File: config.mk
export PLATFORM = sky130hd
export DESIGN_NAME = pixel_arbiter_flat
export DESIGN_NICKNAME = d
export VERILOG_FILES = /design/src/rtl/pixel_arbiter_if.sv /design/src/rtl/pixel_arbiter.sv /design/src/flat_wrapper.sv
export SDC_FILE = /design/constraint.sdc
export NUM_CORES = 1
export LEC_CHECK = 0
export ABC_AREA = 1
export BUFFER_PORTS_ARGS = -buffer_cell sky130_fd_sc_hd__buf_4
export CORE_MARGIN = 3
export CORE_UTILIZATION = 46
export CTS_CLUSTER_SIZE = 28
export DETAILED_ROUTE_END_ITERATION = 8
export GPL_TIMING_DRIVEN = 0
export HOLD_SLACK_MARGIN = 0.05
export PLACE_DENSITY = 0.82
export SLEW_MARGIN = 20
export SYNTH_ARGS = -nofsm -noshare
export SYNTH_HDL_FRONTEND = slang
export SYNTH_SLANG_ARGS = --single-unit
export TNS_END_PERCENT = 50
File: constraint.sdc
create_clock -name clk -period 3.41 [get_ports clk]
set_clock_uncertainty 0.2 [all_clocks]
set_input_delay 0.682 -clock clk [delete_from_list [all_inputs] [get_ports clk]]
set_output_delay 0.682 -clock clk [all_outputs]
set_load 0.03 [all_outputs]
File: src/rtl/pixel_arbiter_if.sv
// Beat-level bus between the three pixel requesters, the arbiter and the
// packet generator. The arbiter sits on the slave side.
interface pixel_arbiter_if #(
    parameter int COORD_W = 8,
    parameter int COLOR_W = 3
);
    logic               fh_valid;
    logic               fh_ready;
    logic [COORD_W-1:0] fh_x;
    logic [COORD_W-1:0] fh_y;
    logic [COLOR_W-1:0] fh_color;

    logic               fl_valid;
    logic               fl_ready;
    logic [COORD_W-1:0] fl_x;
    logic [COORD_W-1:0] fl_y;
    logic [COLOR_W-1:0] fl_color;
    logic               fl_last;

    logic               rs_valid;
    logic               rs_ready;
    logic [COORD_W-1:0] rs_x;
    logic [COORD_W-1:0] rs_y;
    logic [COLOR_W-1:0] rs_color;

    logic               out_valid;
    logic               out_ready;
    logic [COORD_W-1:0] out_x;
    logic [COORD_W-1:0] out_y;
    logic [COLOR_W-1:0] out_color;
    logic [1:0]         out_src;
    logic               busy;

    modport slave (
        input  fh_valid, fh_x, fh_y, fh_color,
        input  fl_valid, fl_x, fl_y, fl_color, fl_last,
        input  rs_valid, rs_x, rs_y, rs_color,
        input  out_ready,
        output fh_ready, fl_ready, rs_ready,
        output out_valid, out_x, out_y, out_color, out_src, busy
    );

    modport master (
        output fh_valid, fh_x, fh_y, fh_color,
        output fl_valid, fl_x, fl_y, fl_color, fl_last,
        output rs_valid, rs_x, rs_y, rs_color,
        output out_ready,
        input  fh_ready, fl_ready, rs_ready,
        input  out_valid, out_x, out_y, out_color, out_src, busy
    );
endinterface

File: src/rtl/pixel_arbiter.sv
// Fixed-priority pixel-write arbiter with fill-burst locking, freehand
// starvation protection and a one-entry registered output stage.
module pixel_arbiter #(
    parameter int COORD_W      = 8,
    parameter int COLOR_W      = 3,
    parameter int STARVE_LIMIT = 15
) (
    input  logic            clk,
    input  logic            rst,
    pixel_arbiter_if.slave  bus
);

    typedef enum logic [0:0] {
        ST_IDLE      = 1'b0,
        ST_FILL_LOCK = 1'b1
    } state_t;

    localparam logic [7:0] STARVE_MAX = 8'(STARVE_LIMIT);
    localparam logic [1:0] SRC_NONE   = 2'b00;
    localparam logic [1:0] SRC_FH     = 2'b01;
    localparam logic [1:0] SRC_FL     = 2'b10;
    localparam logic [1:0] SRC_RS     = 2'b11;

    state_t             state_r;
    state_t             state_nxt_s;
    logic [7:0]         starve_cnt_r;
    logic [7:0]         starve_nxt_s;
    logic               load_en_s;
    logic [1:0]         grant_s;
    logic [COORD_W-1:0] sel_x_s;
    logic [COORD_W-1:0] sel_y_s;
    logic [COLOR_W-1:0] sel_color_s;

    logic               out_valid_r;
    logic [COORD_W-1:0] out_x_r;
    logic [COORD_W-1:0] out_y_r;
    logic [COLOR_W-1:0] out_color_r;
    logic [1:0]         out_src_r;

    // Arbitration: pick the single winner for this cycle (none while in reset or stalled)
    always_comb begin
        load_en_s = !out_valid_r || bus.out_ready;
        grant_s   = SRC_NONE;
        if (rst || !load_en_s) begin
            grant_s = SRC_NONE;
        end else begin
            case (state_r)
                ST_IDLE: begin
                    if (bus.fh_valid && (starve_cnt_r == STARVE_MAX)) begin
                        grant_s = SRC_FH;
                    end else if (bus.rs_valid) begin
                        grant_s = SRC_RS;
                    end else if (bus.fl_valid) begin
                        grant_s = SRC_FL;
                    end else if (bus.fh_valid) begin
                        grant_s = SRC_FH;
                    end else begin
                        grant_s = SRC_NONE;
                    end
                end
                ST_FILL_LOCK: begin
                    if (bus.fl_valid) begin
                        grant_s = SRC_FL;
                    end else begin
                        grant_s = SRC_NONE;
                    end
                end
                default: grant_s = SRC_NONE;
            endcase
        end
    end

    assign bus.fh_ready = (grant_s == SRC_FH);
    assign bus.fl_ready = (grant_s == SRC_FL);
    assign bus.rs_ready = (grant_s == SRC_RS);

    // Burst lock state and starvation counter update
    always_comb begin
        state_nxt_s  = state_r;
        starve_nxt_s = starve_cnt_r;
        case (state_r)
            ST_IDLE: begin
                if ((grant_s == SRC_FL) && !bus.fl_last) begin
                    state_nxt_s = ST_FILL_LOCK;
                end else begin
                    state_nxt_s = ST_IDLE;
                end
            end
            ST_FILL_LOCK: begin
                if ((grant_s == SRC_FL) && bus.fl_last) begin
                    state_nxt_s = ST_IDLE;
                end else begin
                    state_nxt_s = ST_FILL_LOCK;
                end
            end
            default: state_nxt_s = ST_IDLE;
        endcase

        // The lock freezes the count so freehand keeps its claim for after the burst
        if (!bus.fh_valid || (grant_s == SRC_FH)) begin
            starve_nxt_s = 8'd0;
        end else if ((state_r == ST_IDLE) && (starve_cnt_r != STARVE_MAX)) begin
            starve_nxt_s = starve_cnt_r + 8'd1;
        end else begin
            starve_nxt_s = starve_cnt_r;
        end
    end

    // Payload mux for the granted requester
    always_comb begin
        sel_x_s     = '0;
        sel_y_s     = '0;
        sel_color_s = '0;
        case (grant_s)
            SRC_FH: begin
                sel_x_s     = bus.fh_x;
                sel_y_s     = bus.fh_y;
                sel_color_s = bus.fh_color;
            end
            SRC_FL: begin
                sel_x_s     = bus.fl_x;
                sel_y_s     = bus.fl_y;
                sel_color_s = bus.fl_color;
            end
            SRC_RS: begin
                sel_x_s     = bus.rs_x;
                sel_y_s     = bus.rs_y;
                sel_color_s = bus.rs_color;
            end
            default: begin
                sel_x_s     = '0;
                sel_y_s     = '0;
                sel_color_s = '0;
            end
        endcase
    end

    // State registers and the one-entry output stage
    always_ff @(posedge clk or posedge rst) begin
        if (rst) begin
            state_r      <= ST_IDLE;
            starve_cnt_r <= 8'd0;
            out_valid_r  <= 1'b0;
            out_x_r      <= '0;
            out_y_r      <= '0;
            out_color_r  <= '0;
            out_src_r    <= SRC_NONE;
        end else begin
            state_r      <= state_nxt_s;
            starve_cnt_r <= starve_nxt_s;
            if (load_en_s) begin
                out_valid_r <= (grant_s != SRC_NONE);
                // out_src keeps the last source when the stage drains
                if (grant_s != SRC_NONE) begin
                    out_x_r     <= sel_x_s;
                    out_y_r     <= sel_y_s;
                    out_color_r <= sel_color_s;
                    out_src_r   <= grant_s;
                end
            end
        end
    end

    assign bus.out_valid = out_valid_r;
    assign bus.out_x     = out_x_r;
    assign bus.out_y     = out_y_r;
    assign bus.out_color = out_color_r;
    assign bus.out_src   = out_src_r;
    assign bus.busy      = out_valid_r || (state_r == ST_FILL_LOCK);

endmodule

File: src/flat_wrapper.sv
// flat-port wrapper written by rule: the top's interface ports become plain ports
module pixel_arbiter_flat 
#(
    parameter int COORD_W      = 8,
    parameter int COLOR_W      = 3,
    parameter int STARVE_LIMIT = 15
)
  (clk, rst, bus_fh_valid, bus_fh_x, bus_fh_y, bus_fh_color, bus_fl_valid, bus_fl_x, bus_fl_y, bus_fl_color, bus_fl_last, bus_rs_valid, bus_rs_x, bus_rs_y, bus_rs_color, bus_out_ready, bus_fh_ready, bus_fl_ready, bus_rs_ready, bus_out_valid, bus_out_x, bus_out_y, bus_out_color, bus_out_src, bus_busy);
  pixel_arbiter_if #(.COORD_W(COORD_W), .COLOR_W(COLOR_W)) bus_i ();
  input  logic clk;
  input  logic rst;
  input wire logic [$bits(bus_i.fh_valid)-1:0] bus_fh_valid;
  input wire logic [$bits(bus_i.fh_x)-1:0] bus_fh_x;
  input wire logic [$bits(bus_i.fh_y)-1:0] bus_fh_y;
  input wire logic [$bits(bus_i.fh_color)-1:0] bus_fh_color;
  input wire logic [$bits(bus_i.fl_valid)-1:0] bus_fl_valid;
  input wire logic [$bits(bus_i.fl_x)-1:0] bus_fl_x;
  input wire logic [$bits(bus_i.fl_y)-1:0] bus_fl_y;
  input wire logic [$bits(bus_i.fl_color)-1:0] bus_fl_color;
  input wire logic [$bits(bus_i.fl_last)-1:0] bus_fl_last;
  input wire logic [$bits(bus_i.rs_valid)-1:0] bus_rs_valid;
  input wire logic [$bits(bus_i.rs_x)-1:0] bus_rs_x;
  input wire logic [$bits(bus_i.rs_y)-1:0] bus_rs_y;
  input wire logic [$bits(bus_i.rs_color)-1:0] bus_rs_color;
  input wire logic [$bits(bus_i.out_ready)-1:0] bus_out_ready;
  output wire logic [$bits(bus_i.fh_ready)-1:0] bus_fh_ready;
  output wire logic [$bits(bus_i.fl_ready)-1:0] bus_fl_ready;
  output wire logic [$bits(bus_i.rs_ready)-1:0] bus_rs_ready;
  output wire logic [$bits(bus_i.out_valid)-1:0] bus_out_valid;
  output wire logic [$bits(bus_i.out_x)-1:0] bus_out_x;
  output wire logic [$bits(bus_i.out_y)-1:0] bus_out_y;
  output wire logic [$bits(bus_i.out_color)-1:0] bus_out_color;
  output wire logic [$bits(bus_i.out_src)-1:0] bus_out_src;
  output wire logic [$bits(bus_i.busy)-1:0] bus_busy;
  assign bus_i.fh_valid = bus_fh_valid;
  assign bus_i.fh_x = bus_fh_x;
  assign bus_i.fh_y = bus_fh_y;
  assign bus_i.fh_color = bus_fh_color;
  assign bus_i.fl_valid = bus_fl_valid;
  assign bus_i.fl_x = bus_fl_x;
  assign bus_i.fl_y = bus_fl_y;
  assign bus_i.fl_color = bus_fl_color;
  assign bus_i.fl_last = bus_fl_last;
  assign bus_i.rs_valid = bus_rs_valid;
  assign bus_i.rs_x = bus_rs_x;
  assign bus_i.rs_y = bus_rs_y;
  assign bus_i.rs_color = bus_rs_color;
  assign bus_i.out_ready = bus_out_ready;
  assign bus_fh_ready = bus_i.fh_ready;
  assign bus_fl_ready = bus_i.fl_ready;
  assign bus_rs_ready = bus_i.rs_ready;
  assign bus_out_valid = bus_i.out_valid;
  assign bus_out_x = bus_i.out_x;
  assign bus_out_y = bus_i.out_y;
  assign bus_out_color = bus_i.out_color;
  assign bus_out_src = bus_i.out_src;
  assign bus_busy = bus_i.busy;
  pixel_arbiter #(.COORD_W(COORD_W), .COLOR_W(COLOR_W), .STARVE_LIMIT(STARVE_LIMIT)) u_core (.clk(clk), .rst(rst), .bus(bus_i));
endmodule
# Word-level counts from Yosys, hierarchy flattened
# Cells that the tools add are included.
# totals
output_inout_bits,26
regBits,31
wordCells,44
# op_classes
n_reduce_logical,15
bitwise_logic,1
n_eq_ne,5
n_addsub,1
mux,15
# op_table
cell,n
$pmux W8 S3,2
$mux W8,2
$mux W2,5
$pmux W3 S3,1
$add A8 B1 Y8 const B,1
$eq A8 B4 Y1 const B,1
$ne A8 B4 Y1 const B,1
$eq A2 B2 Y1 const B,2
$logic_and A1 B1 Y1,4
$logic_not A1 Y1,4
$logic_or A1 B1 Y1,4
$pmux W2 S2,1
$reduce_bool A2 Y1,2
$mux W1,3
$eq A2 B1 Y1 const B,1
$pmux W1 S2,1
$reduce_and A2 Y1,1
$not A1 Y1,1

# Logic depth before layout (Yosys ltp)
# Gate-level depths: netlist of the first run.
# logic_depth
word_depth,10
depth_mapped,11
ltp_nobuf,10

# Least setup slack after synthesis of the first run
# No wires, ideal clock.
# synth_timing
path_type,in2out
from,input port rst
to,output port bus_fl_ready
t_arrival_ns,2.322
stages,8
path_slack_ns,0.206
required_ns,2.528
path_cell_list,inv_1 -> o21ai_0 -> nor2_1 -> nand2_4 -> inv_4 -> buf_6 -> nand2_4 -> inv_2
# synth_via
elab_chain_cells,3
# synth_lines
element,line,rtl
"start, declared",flat_wrapper.sv:11,input logic rst;
$logic_or A1 B1 Y1,pixel_arbiter.sv:44,if (rst || !load_en_s) begin
$mux W2,pixel_arbiter.sv:44,
$eq A2 B2 Y1,pixel_arbiter.sv:74,assign bus.fl_ready = (grant_s == SRC_FL);
"end, declared",flat_wrapper.sv:27,output wire logic [$bits(bus_i.fl_ready)-1:0] bus_fl_ready;
# Every way passes these cells.

# Worst setup path in the final report of the first run
# Ends and elaborated chain as after synthesis.

==> results of run 1 <==
## registers in the layout, summed over array words and instances (netlist names), named ones only
register	flops
u_core.bus.out_x	8
u_core.bus.out_y	8
u_core.bus.out_color	3
u_core.bus.out_src	2
u_core.starve_cnt_r	8
u_core.bus.out_valid	1
## cell families (layout without fill, tap and decap cells)
kind of cell / count (synthesis) / count (layout)
xor+xnor: 3 / 3
buf+inv: 29 / 124
flops: 31 / 31
simple gates: 150 / 150
compound gates: 8 / 8
fa+ha+maj: 1 / 1
## final timing paths
kind	from	to	slack, ns	cells after the start
worst min register to register	u_core.bus.out_src[1]	u_core.bus.out_src[1]	0.30	2
worst min-delay path	rst	u_core.bus.out_x[5]	0.24	2
worst max register to register	u_core.starve_cnt_r[0]	u_core.bus.out_x[1]	1.50	9
max in group asynchronous	rst	u_core.bus.out_color[2]	2.42	2
min in group clk	u_core.bus.out_src[1]	u_core.bus.out_src[1]	0.30	2
worst max-delay path	rst	bus_fl_ready	0.26	10
## worst max-delay path, cell delays in order
cell and delay, ns:
buf_4 0.11, clkinv_2 0.36, o21ai_0 0.23, nor2_1 0.22, nand2_4 0.14, inv_4 0.08, buf_6 0.15, nand2_4 0.05
inv_2 0.06, buf_4 0.15
## metal layers
metal | up-vias | routed length (µm)
met2 | 91 | 2650
met1 | 895 | 2170
met3 | 4 | 542
met5 | - | 0
li1 | 954 | -
met4 | 0 | 40
## cells in the mapped netlist, drive strengths merged
cell type / n
inv: 15
nand2: 45
o21ai: 3
nor2: 19
ha: 1
dfrtp: 31
xor2: 3
a21oi: 5
nand4: 23
nand3: 60
buf: 14
nor3: 3
## power breakdown
part	internal [mW]	switching (mW)
logic	0.271	0.407
registers	0.463	0.0582
clock network	0.136	0.122
## stage by stage
step,util [%],instances
after global placement,68.2,359
final,70.2,365
after global routing,70.2,365
after floorplan,-,222
after CTS,70.1,365
after detailed placement,68.2,359
## repair_timing
item,in CTS,in global routing
resized for setup,0,1
endpoints found under the setup margin,0,3
hold buffers,0,0
## area by class of cell
class / instances / area, µm² / area share [%]
multi-input combinational: 162 / 850 / 32.6
sequential: 31 / 776 / 29.8
timing repair buffer: 89 / 668 / 25.6
buffer: 14 / 121 / 4.65
clock buffer: 6 / 72.6 / 2.78
inverter: 15 / 60.1 / 2.30
tap: 48 / 60.1 / 2.30
==> metrics.md, run 1 <==
| Metric | Value |
|---|---|
| CTS tree | `done` |
| Root Driver | `clkbuf_8` |
| Critical path arrival | `2.27 ns` |
| Syn_area_per_cell | `8.13 µm²` |
| Final wirelength | `5.40 mm` |
| Vias in the first global route | `1,741` |
| Quantity of I/O buffers inserted on ports | `89` |
| TritonCTS Buffers | `5` |
| Syn_nets | `287` |
| Post-CTS Setup Bufs | `0` |
| Compound-Gate Fraction of Synth Area | `2.43%` |
| Hpwl dp | `4.02 mm` |
| DR pass1 iterations | `4` |
| Final setup violation count | `0` |
| Largest family of logic cells by synthesized area | `simple AND/OR/NAND/NOR gates` |
| Final Hold Viols | `0` |
| Share of the synthesized area in the top cell type | `43.0%` |
| DIE AREA | `0.00471 mm²` |
| Sink Count | `31` |
| Synth warnings | `0` |
| Worst Max-Slew Pin Slew | `0.541 ns` |
| First-pass GRT wire length | `7.97 mm` |
| Ant diodes | `0` |
| Most common cell after layout, fill and taps aside | `buf_4` |
| Simple-gate portion of the synthesized area | `42.5%` |
| Hold Slack | `0.239 ns` |
| Sequential share of the synthesized area | `43.0%` |
| Area Growth Syn to Fin | `44.4%` |
| Initial antenna violation count | `0` |
| Clock Latency Late Sink | `0.28 ns` |
| Die W | `68.7 µm` |
| DR vias | `1,944` |
| Antenna viol nets, final | `0` |
| Final WS setup | `0.261 ns` |
| Filler instances | `339` |
| Nets | `383` |
| Mux share of post-synthesis cell area | `0%` |
| DR vias/cell | `5.33` |
| Slew HR | `63.9%` |
| Core area | `0.00372 mm²` |
| Max Slew Vio Count | `0` |
| # IOs | `90` |
| Met2 usage | `38.4%` |
| HP Class | `in -> async` |
| Critical Path RT | `2.53 ns` |
| Clock-pin slew on the worst setup and hold paths | `0.06 ns` |
| Largest net degree at the start of global routing | `33` |
| Htree depth | `2` |
| Post-Syn Instances | `222` |
| Final Power | `1.46 mW` |
| Crit path kind | `in -> out` |
| Peak supply drop | `0.000394 V` |
| Tmin final | `3.15 ns` |
| Met1 Track Usage GR | `29.0%` |
| Routed WL per cell | `14.8 µm` |
| Synth top area cells | `dfrtp_1 (43%), nand3_1 (16%), nand2_1 (8.3%)` |
| Distinct cells, synth | `22` |
| Iter 0 DRT Violations | `123` |
| MaxCap Viol Count | `0` |
| Adder-cell share of the synthesized area | `0.693%` |
| CP Capture Type | `output pin` |
| Most frequent cells in the layout | `buf_4 (92), nand3_1 (59), nand2_1 (40)` |
| Dpl ws | `0.0586 ns` |
| Power density cells | `559 mW/mm²` |
| Setup TNS | `0 ns` |
| DRC errors left | `0` |
| Die Height | `68.7 µm` |
| Maximum clock rate | `318 MHz` |
| Unrepaired setup endpoints after global routing | `no` |
| Gr ovfl total | `0` |
| Placed inst area | `0.00253 mm²` |
| XOR/XNOR Fraction of Synth Area | `1.46%` |
| Met3 usage | `6.48%` |
| Status | `complete, no violations` |
| Period utilization | `92.4%` |
| Layout cell share with drive strength beyond 1 | `39.7%` |
| Cell area after layout | `0.00261 mm²` |
| #FFs+latches synth | `31` |
| Largest area contributor in the netlist | `dfrtp_1` |
| Global route hottest layer | `met2` |
| Gpl congestion | `0.813` |
| Total track usage | `23.0%` |
| Initial Util | `48.6%` |
| Leakage power | `1.29 nW` |
| Synthesized area | `0.00181 mm²` |
| Max Root-Sink Buffers | `2` |
| Startpoint Class | `input pin` |
| Max Fanout on Critical Path | `32` |
| Cell row count | `22` |
Power figures use the tool's default switching activity.
==> inputs of run 2 (changes only) <==
- CORE_UTILIZATION: 46 -> 40
- PLACE_DENSITY: 0.82 -> 0.73
==> run 2 against run 1 <==
Compared with the run above:
- first-iteration DRC count shrank 4.1%
- critical path depth is the same
- non-clock buffer count is the same
- flip-flop and latch count is the same
- die area grew 14%
- hold slack gained 0.0010 ns
- largest power group unchanged
==> metrics.md, run 2 (synthesis gave the netlist of run 1 again) <==
| Metric | Value |
|---|---|
| Status | `complete, no violations` |
| Routed WL per cell | `14.9 µm (+0.93%)` |
| Ant diodes | `0 (unchanged)` |
| Placed inst area | `0.00254 mm² (about the same)` |
| Largest net degree at the start of global routing | `33 (unchanged)` |
| Final wirelength | `5.48 mm (+1.5%)` |
| CTS tree | `done` |
| Root Driver | `clkbuf_8` |
| Quantity of I/O buffers inserted on ports | `89 (unchanged)` |
| Sequential cell area | `776 µm² (unchanged)` |
| Cell area after layout | `0.00261 mm² (about the same)` |
| Worst Max-Slew Pin Slew | `0.553 ns (+0.0115 ns)` |
| Sink Count | `31 (unchanged)` |
| Max Slew Vio Count | `0 (unchanged)` |
| Most frequent cells in the layout | `buf_4 (92), nand3_1 (59), nand2_1 (40)` |
| First-pass GRT wire length | `8.51 mm (+6.8%)` |
| DIE AREA | `0.00536 mm² (+14%)` |
| Gpl congestion | `0.826 (+1.7%)` |
| Critical path arrival | `2.30 ns (+0.03 ns)` |
| Initial Util | `43.3% (-5.3 points)` |
| Most common cell after layout, fill and taps aside | `buf_4` |
| Unrepaired setup endpoints after global routing | `no` |
| Tmin final | `3.18 ns (+0.0342 ns)` |
| Layout cell share with drive strength beyond 1 | `39.7% (unchanged)` |
| Htree depth | `2 (unchanged)` |
| Max Root-Sink Buffers | `2 (unchanged)` |
| Post-CTS Setup Bufs | `0 (unchanged)` |
| Area Growth Syn to Fin | `44.6% (about the same)` |
| Total track usage | `20.7% (-2.3 points)` |
| Final setup violation count | `0 (unchanged)` |
| MaxCap Viol Count | `0 (unchanged)` |
| Final Hold Viols | `0 (unchanged)` |
| Die W | `73.2 µm (+6.6%)` |
| Slew HR | `63.1% (-0.77 points)` |
| Hold Slack | `0.240 ns (+0.00104 ns)` |
| Startpoint Class | `input pin` |
| Maximum clock rate | `314 MHz (-1.1%)` |
| Gr ovfl total | `0 (unchanged)` |
| Final Util | `62.5% (-7.6 points)` |
| Vias in the first global route | `1,754 (+0.75%)` |
| Nets | `383 (unchanged)` |
| Core area | `0.00417 mm² (+12%)` |
| # IOs | `90 (unchanged)` |
| Crit path kind | `in -> out` |
| # hold bufs at CTS | `0 (unchanged)` |
| Final WS setup | `0.227 ns (-0.0342 ns)` |
| Die Height | `73.2 µm (+6.6%)` |
| Period utilization | `93.4% (+1.0 points)` |
| Area of the multi-input gates | `850 µm² (unchanged)` |
| Iter 0 DRT Violations | `118 (-4.1%)` |
| DRC errors left | `0 (unchanged)` |
| Leakage power | `1.29 nW (unchanged)` |
| Dpl ws | `0.00330 ns (-0.0553 ns)` |
| DR pass1 iterations | `4 (unchanged)` |
| Filler instances | `388 (+14%)` |
| Cell row count | `23 (+4.5%)` |
| DR vias/cell | `5.24 (-1.6%)` |
| Max Fanout on Critical Path | `32 (unchanged)` |
| Antenna viol nets, final | `0 (unchanged)` |
| CP Capture Type | `output pin` |
| Peak supply drop | `0.000308 V (-22%)` |
| Clock Latency Late Sink | `0.28 ns (about the same)` |
| TritonCTS Buffers | `5 (unchanged)` |
| Power density cells | `559 mW/mm² (about the same)` |
| Critical Path RT | `2.53 ns (about the same)` |
| DR vias | `1,924 (-1.0%)` |
| Initial antenna violation count | `0 (unchanged)` |
| Clock-pin slew on the worst setup and hold paths | `0.05 ns (about the same)` |
| Hpwl dp | `4.05 mm (+0.74%)` |
| # resized after CTS | `0 (unchanged)` |
| HP Class | `in -> async` |
## run 2: cell counts in the layout (fill, tap and decap cells not counted)
Identical to the previous run, type by type.
## run 2: final cells by class
| cell class | count | area share (%) |
|---|---|---|
| multi-input combinational | 162 | 32.6 |
| sequential | 31 | 29.7 |
| timing repair buffer | 89 | 25.6 |
| buffer | 14 | 4.65 |
| clock buffer | 6 | 2.78 |
| tap | 50 | 2.40 |
| inverter | 15 | 2.30 |
## run 2: worst paths after layout
path,from,slack [ns],cells past startpoint,to
setup / recovery,rst,0.23,10,bus_fl_ready
hold / removal,rst,0.24,2,u_core.bus.out_y[2]
setup reg to reg,u_core.starve_cnt_r[1],1.54,9,u_core.bus.out_y[0]
hold reg to reg,u_core.bus.out_src[1],0.30,2,u_core.bus.out_src[1]
max in group asynchronous,rst,2.41,2,async pin
min in group clk,u_core.bus.out_src[1],0.30,2,u_core.bus.out_src[1]
## run 2: critical path, stage by stage
cell,delay [ns]
buf_4,0.11
clkinv_2,0.37
o21ai_0,0.24
nor2_1,0.23
nand2_4,0.14
inv_4,0.08
buf_6,0.15
nand2_4,0.05
inv_2,0.06
buf_4,0.15
## run 2: where the power goes
part	switching [mW]	internal, mW	leakage (nW)	total [mW]
logic	0.407	0.271	0.860	0.678
registers	0.0590	0.464	0.393	0.523
clock network	0.124	0.136	0.0371	0.259
total	0.590	0.870	1.29	1.46
## run 2: routing by layer
| layer | track usage [%] | vias up | share of wire (%) | routed length (µm) |
|---|---|---|---|---|
| li1 | - | 952 | - | - |
| met1 | 28.8 | 886 | 42 | 2280 |
| met2 | 31.2 | 77 | 48 | 2640 |
| met3 | 5.79 | 9 | 8.5 | 468 |
| met4 | 6.15 | 0 | 1.7 | 94 |
| met5 | 0 | - | 0 | 0 |
## run 2: metrics by stage
step,std cells,setup TNS [ns],power (mW)
global placement,361,-1.29,1.20
global route,367,0,1.55
CTS,367,0,1.47
floorplan,222,0,0.930
finish,367,0,1.46
detailed placement,361,0,1.21
==> inputs of run 3 (changes only) <==
- ABC_AREA: 1 -> unset
- CAP_MARGIN: unset -> 20
- PLACE_DENSITY: 0.73 -> 0.71
==> run 3 against run 2 <==
Compared with the run above:
- utilization down 2.1 points
- synthesized area is 17% higher
- via count increased by 9.4%
- power grew 12%
- maximum frequency rose by 0.95%
- global-route usage grew 1.1 points
- combinational power grew 15%
- sequential power increased by 2%
- register-to-register slack got worse by 0.45 ns
- first-iteration DRC count shrank 18%
- critical path type is now reg -> out
==> metrics.md, run 3 <==
| Metric | Value |
|---|---|
| Largest area contributor in the netlist | `dfrtp_1` |
| Critical Path RT | `2.53 ns (about the same)` |
| Root Driver | `clkbuf_8` |
| Routed WL per cell | `17.9 µm (+20%)` |
| Layout cell share with drive strength beyond 1 | `39.1% (-0.67 points)` |
| Post-Syn Instances | `205 (-7.7%)` |
| Worst reg2reg path depth | `6 (-3)` |
| Worst path cell trace | `buf_2, or3_1, clkbuf_1, clkbuf_1, or2_2, nor2_1, buf_4` |
| Slew HR | `54.7% (-8.4 points)` |
| Placed inst area | `0.00287 mm² (+13%)` |
| Core area | `0.00491 mm² (+18%)` |
| Distinct cells, synth | `38 (+73%)` |
| Htree depth | `2 (unchanged)` |
| Sw power | `0.632 mW (+7.1%)` |
| Power density cells | `553 mW/mm² (-1.1%)` |
| Top post-synthesis cells by count | `a21boi_0 (38), dfrtp_1 (31), a311o_1 (19), and3_1 (19), o32a_1 (19)` |
| Period utilization | `92.5% (-0.88 points)` |
| Die Height | `78.7 µm (+7.6%)` |
| Hpwl dp | `4.77 mm (+18%)` |
| DR vias/cell | `5.70 (+8.8%)` |
| Ant diodes | `0 (unchanged)` |
| Sw Share | `38.5% (-1.9 points)` |
| TritonCTS Buffers | `5 (unchanged)` |
| Setup TNS | `0 ns (unchanged)` |
| Max Root-Sink Buffers | `2 (unchanged)` |
| Cell with the most instances after synthesis | `a21boi_0` |
| Largest delay share family, worst path | `simple AND/OR/NAND/NOR gates` |
| Max Slew Vio Count | `0 (unchanged)` |
| Tmin final | `3.15 ns (-0.0300 ns)` |
| Internal Power | `1.01 mW (+16%)` |
| Peak supply drop | `0.000394 V (+28%)` |
| Cell area after layout | `0.00297 mm² (+14%)` |
| Final std cells w/o fill | `369 (+0.54%)` |
| Max Fanout on Critical Path | `10 (-69%)` |
| Initial Util | `43.1% (-0.19 points)` |
| Slowest CP cell | `or3_1` |
| Initial antenna violation count | `0 (unchanged)` |
| CTS tree | `done` |
| Synth warnings | `0 (unchanged)` |
| Gpl congestion | `0.793 (-4.0%)` |
| Post-synth EDFFs | `0 (unchanged)` |
| Share of flip-flops with an asynchronous set or reset | `100% (unchanged)` |
| Unrepaired setup endpoints after global routing | `no` |
| Crit path buffers/inverters | `4 (-2)` |
| Startpoint Class | `flop` |
| Sink Count | `31 (unchanged)` |
| Synth Flop Type | `dfrtp_1` |
| Iter 0 DRT Violations | `97 (-18%)` |
| Quantity of I/O buffers inserted on ports | `89 (unchanged)` |
| Leakage power | `1.35 nW (+4.5%)` |
| # IOs | `90 (unchanged)` |
| Total track usage | `21.8% (+1.1 points)` |
| Final WS setup | `0.257 ns (+0.0300 ns)` |
| Syn_area_per_cell | `10.3 µm² (+27%)` |
| Die W | `78.7 µm (+7.6%)` |
| Syn_nets | `270 (-5.9%)` |
| # hold bufs at CTS | `0 (unchanged)` |
| Filler instances | `460 (+19%)` |
| First-pass GRT wire length | `10.6 mm (+25%)` |
| Cell row count | `25 (+8.7%)` |
| Placed cell count | `361 (unchanged)` |
| Clock Power Share | `19.9% (+2.1 points)` |
| Clock Latency Late Sink | `0.29 ns (about the same)` |
| Final wirelength | `6.60 mm (+21%)` |
| Worst Hold Path Cells | `1` |
| Critical Path Max Stage Delay | `0.38 ns (about the same)` |
| CP Capture Type | `output pin` |
| Reg power frac | `32.5% (-3.3 points)` |
| Sequential share of the synthesized area | `36.7% (-6.3 points)` |
| DR pass1 iterations | `4 (unchanged)` |
| Most frequent cell on the critical path | `clkbuf_1` |
| Area Growth Syn to Fin | `40.3%` |
| Clock-pin slew on the worst setup and hold paths | `0.06 ns (about the same)` |
| DR vias | `2,104 (+9.4%)` |
| Vias in the first global route | `2,168 (+24%)` |
| Antenna viol nets, final | `0 (unchanged)` |
| Status | `complete, no violations` |
| Nets | `366 (-4.4%)` |
| Dpl ws | `0.282 ns (+0.279 ns)` |
| # resized after CTS | `0 (unchanged)` |
| Most common cell after layout, fill and taps aside | `buf_4` |
| Critical path arrival | `2.27 ns (-0.03 ns)` |
| Most frequent cells in the layout | `buf_4 (90), a21boi_0 (38), dfrtp_1 (31)` |
| Gr ovfl total | `0 (unchanged)` |
| Post-CTS Setup Bufs | `0 (unchanged)` |
| Share of the synthesized area in the top cell type | `36.7% (-6.3 points)` |
| Crit path kind | `reg -> out` |
| Synth top area cells | `dfrtp_1 (37%), a21boi_0 (13%), a311o_1 (9.0%)` |
| Largest net degree at the start of global routing | `32 (-3.0%)` |
| Hold Slack | `0.286 ns (+0.0468 ns)` |
| DRC errors left | `0 (unchanged)` |
| Final Hold Viols | `0 (unchanged)` |
| DIE AREA | `0.00620 mm² (+16%)` |
| MaxCap Viol Count | `0 (unchanged)` |
| Logic pwr share | `47.6% (+1.1 points)` |
| HP Class | `reg -> reg` |
| Instance count on the critical path | `7 (-3)` |
| #FFs+latches synth | `31 (unchanged)` |
| Synthesized area | `0.00212 mm² (+17%)` |
| Worst Max-Slew Pin Slew | `0.679 ns (+0.126 ns)` |
| Maximum clock rate | `317 MHz (+0.95%)` |
| Final setup violation count | `0 (unchanged)` |
[run 3: worst paths after layout]
check	startpoint	end	slack, ns
hold reg to reg	u_core.bus.out_src[0]	u_core.bus.out_src[0]	0.29
min in group asynchronous	rst	u_core.starve_cnt_r[2]	0.31
hold / removal	u_core.bus.out_src[0]	u_core.bus.out_src[0]	0.29
max in group asynchronous	rst	u_core.bus.out_x[4]	2.24
setup / recovery	flop	bus_rs_ready	0.26
setup reg to reg	u_core.starve_cnt_r[0]	u_core.bus.out_x[4]	1.09
[run 3: through the flow]
step,util [%],power (mW)
6_report,60.4,1.64
2_1_floorplan,-,1.02
3_5_place_dp,58.4,1.32
5_1_grt,60.4,1.73
4_1_cts,60.4,1.65
3_3_place_gp,58.4,1.31
[run 3: worst register-to-register path, cell delays in order (launching register included)]
cell and delay, ns:
dfrtp_1 0.42, ha_1 0.25, and4b_4 0.22, a211oi_4 0.35, nor2_1 0.15, buf_2 0.23
o32a_1 0.38
[run 3: kinds of logic after synthesis]
| group | share of synthesized area [%] |
|---|---|
| multiplexers | 0.473 |
| buffers and inverters | 6.27 |
| AO/OA/AOI/OAI | 36.6 |
| adder cells (fa/ha/maj) | 0.591 |
| flip-flops | 36.7 |
| AND/OR/NAND/NOR | 16.5 |
| XOR/XNOR | 2.90 |
[run 3: cell type report]
type                       count  area (µm²)  share of cell area, %
tap                           67        83.8                   2.82
inverter                       3        11.3                  0.379
clock buffer                   8         100                   3.37
sequential                    31         776                   26.1
buffer                        24         121                   4.09
timing repair buffer          89         668                   22.5
multi-input combinational    147        1210                   40.7
[run 3: routing by layer]
metal | up-vias | global-route usage, % | wire (µm)
met5 | - | 0 | 0
met4 | 0 | 7.69 | 71
met3 | 8 | 4.76 | 428
met2 | 81 | 35.1 | 3220
met1 | 1010 | 28.8 | 2890
li1 | 1005 | - | -
[run 3: power groups by stage]
stage,Clock (mW),Sequential (mW),Combinational (mW)
after global routing,0.346,0.547,0.835
final,0.326,0.534,0.782
after global placement,0,0.536,0.777
after CTS,0.329,0.533,0.789
after floorplan,0,0.714,0.311
after detailed placement,0,0.537,0.787
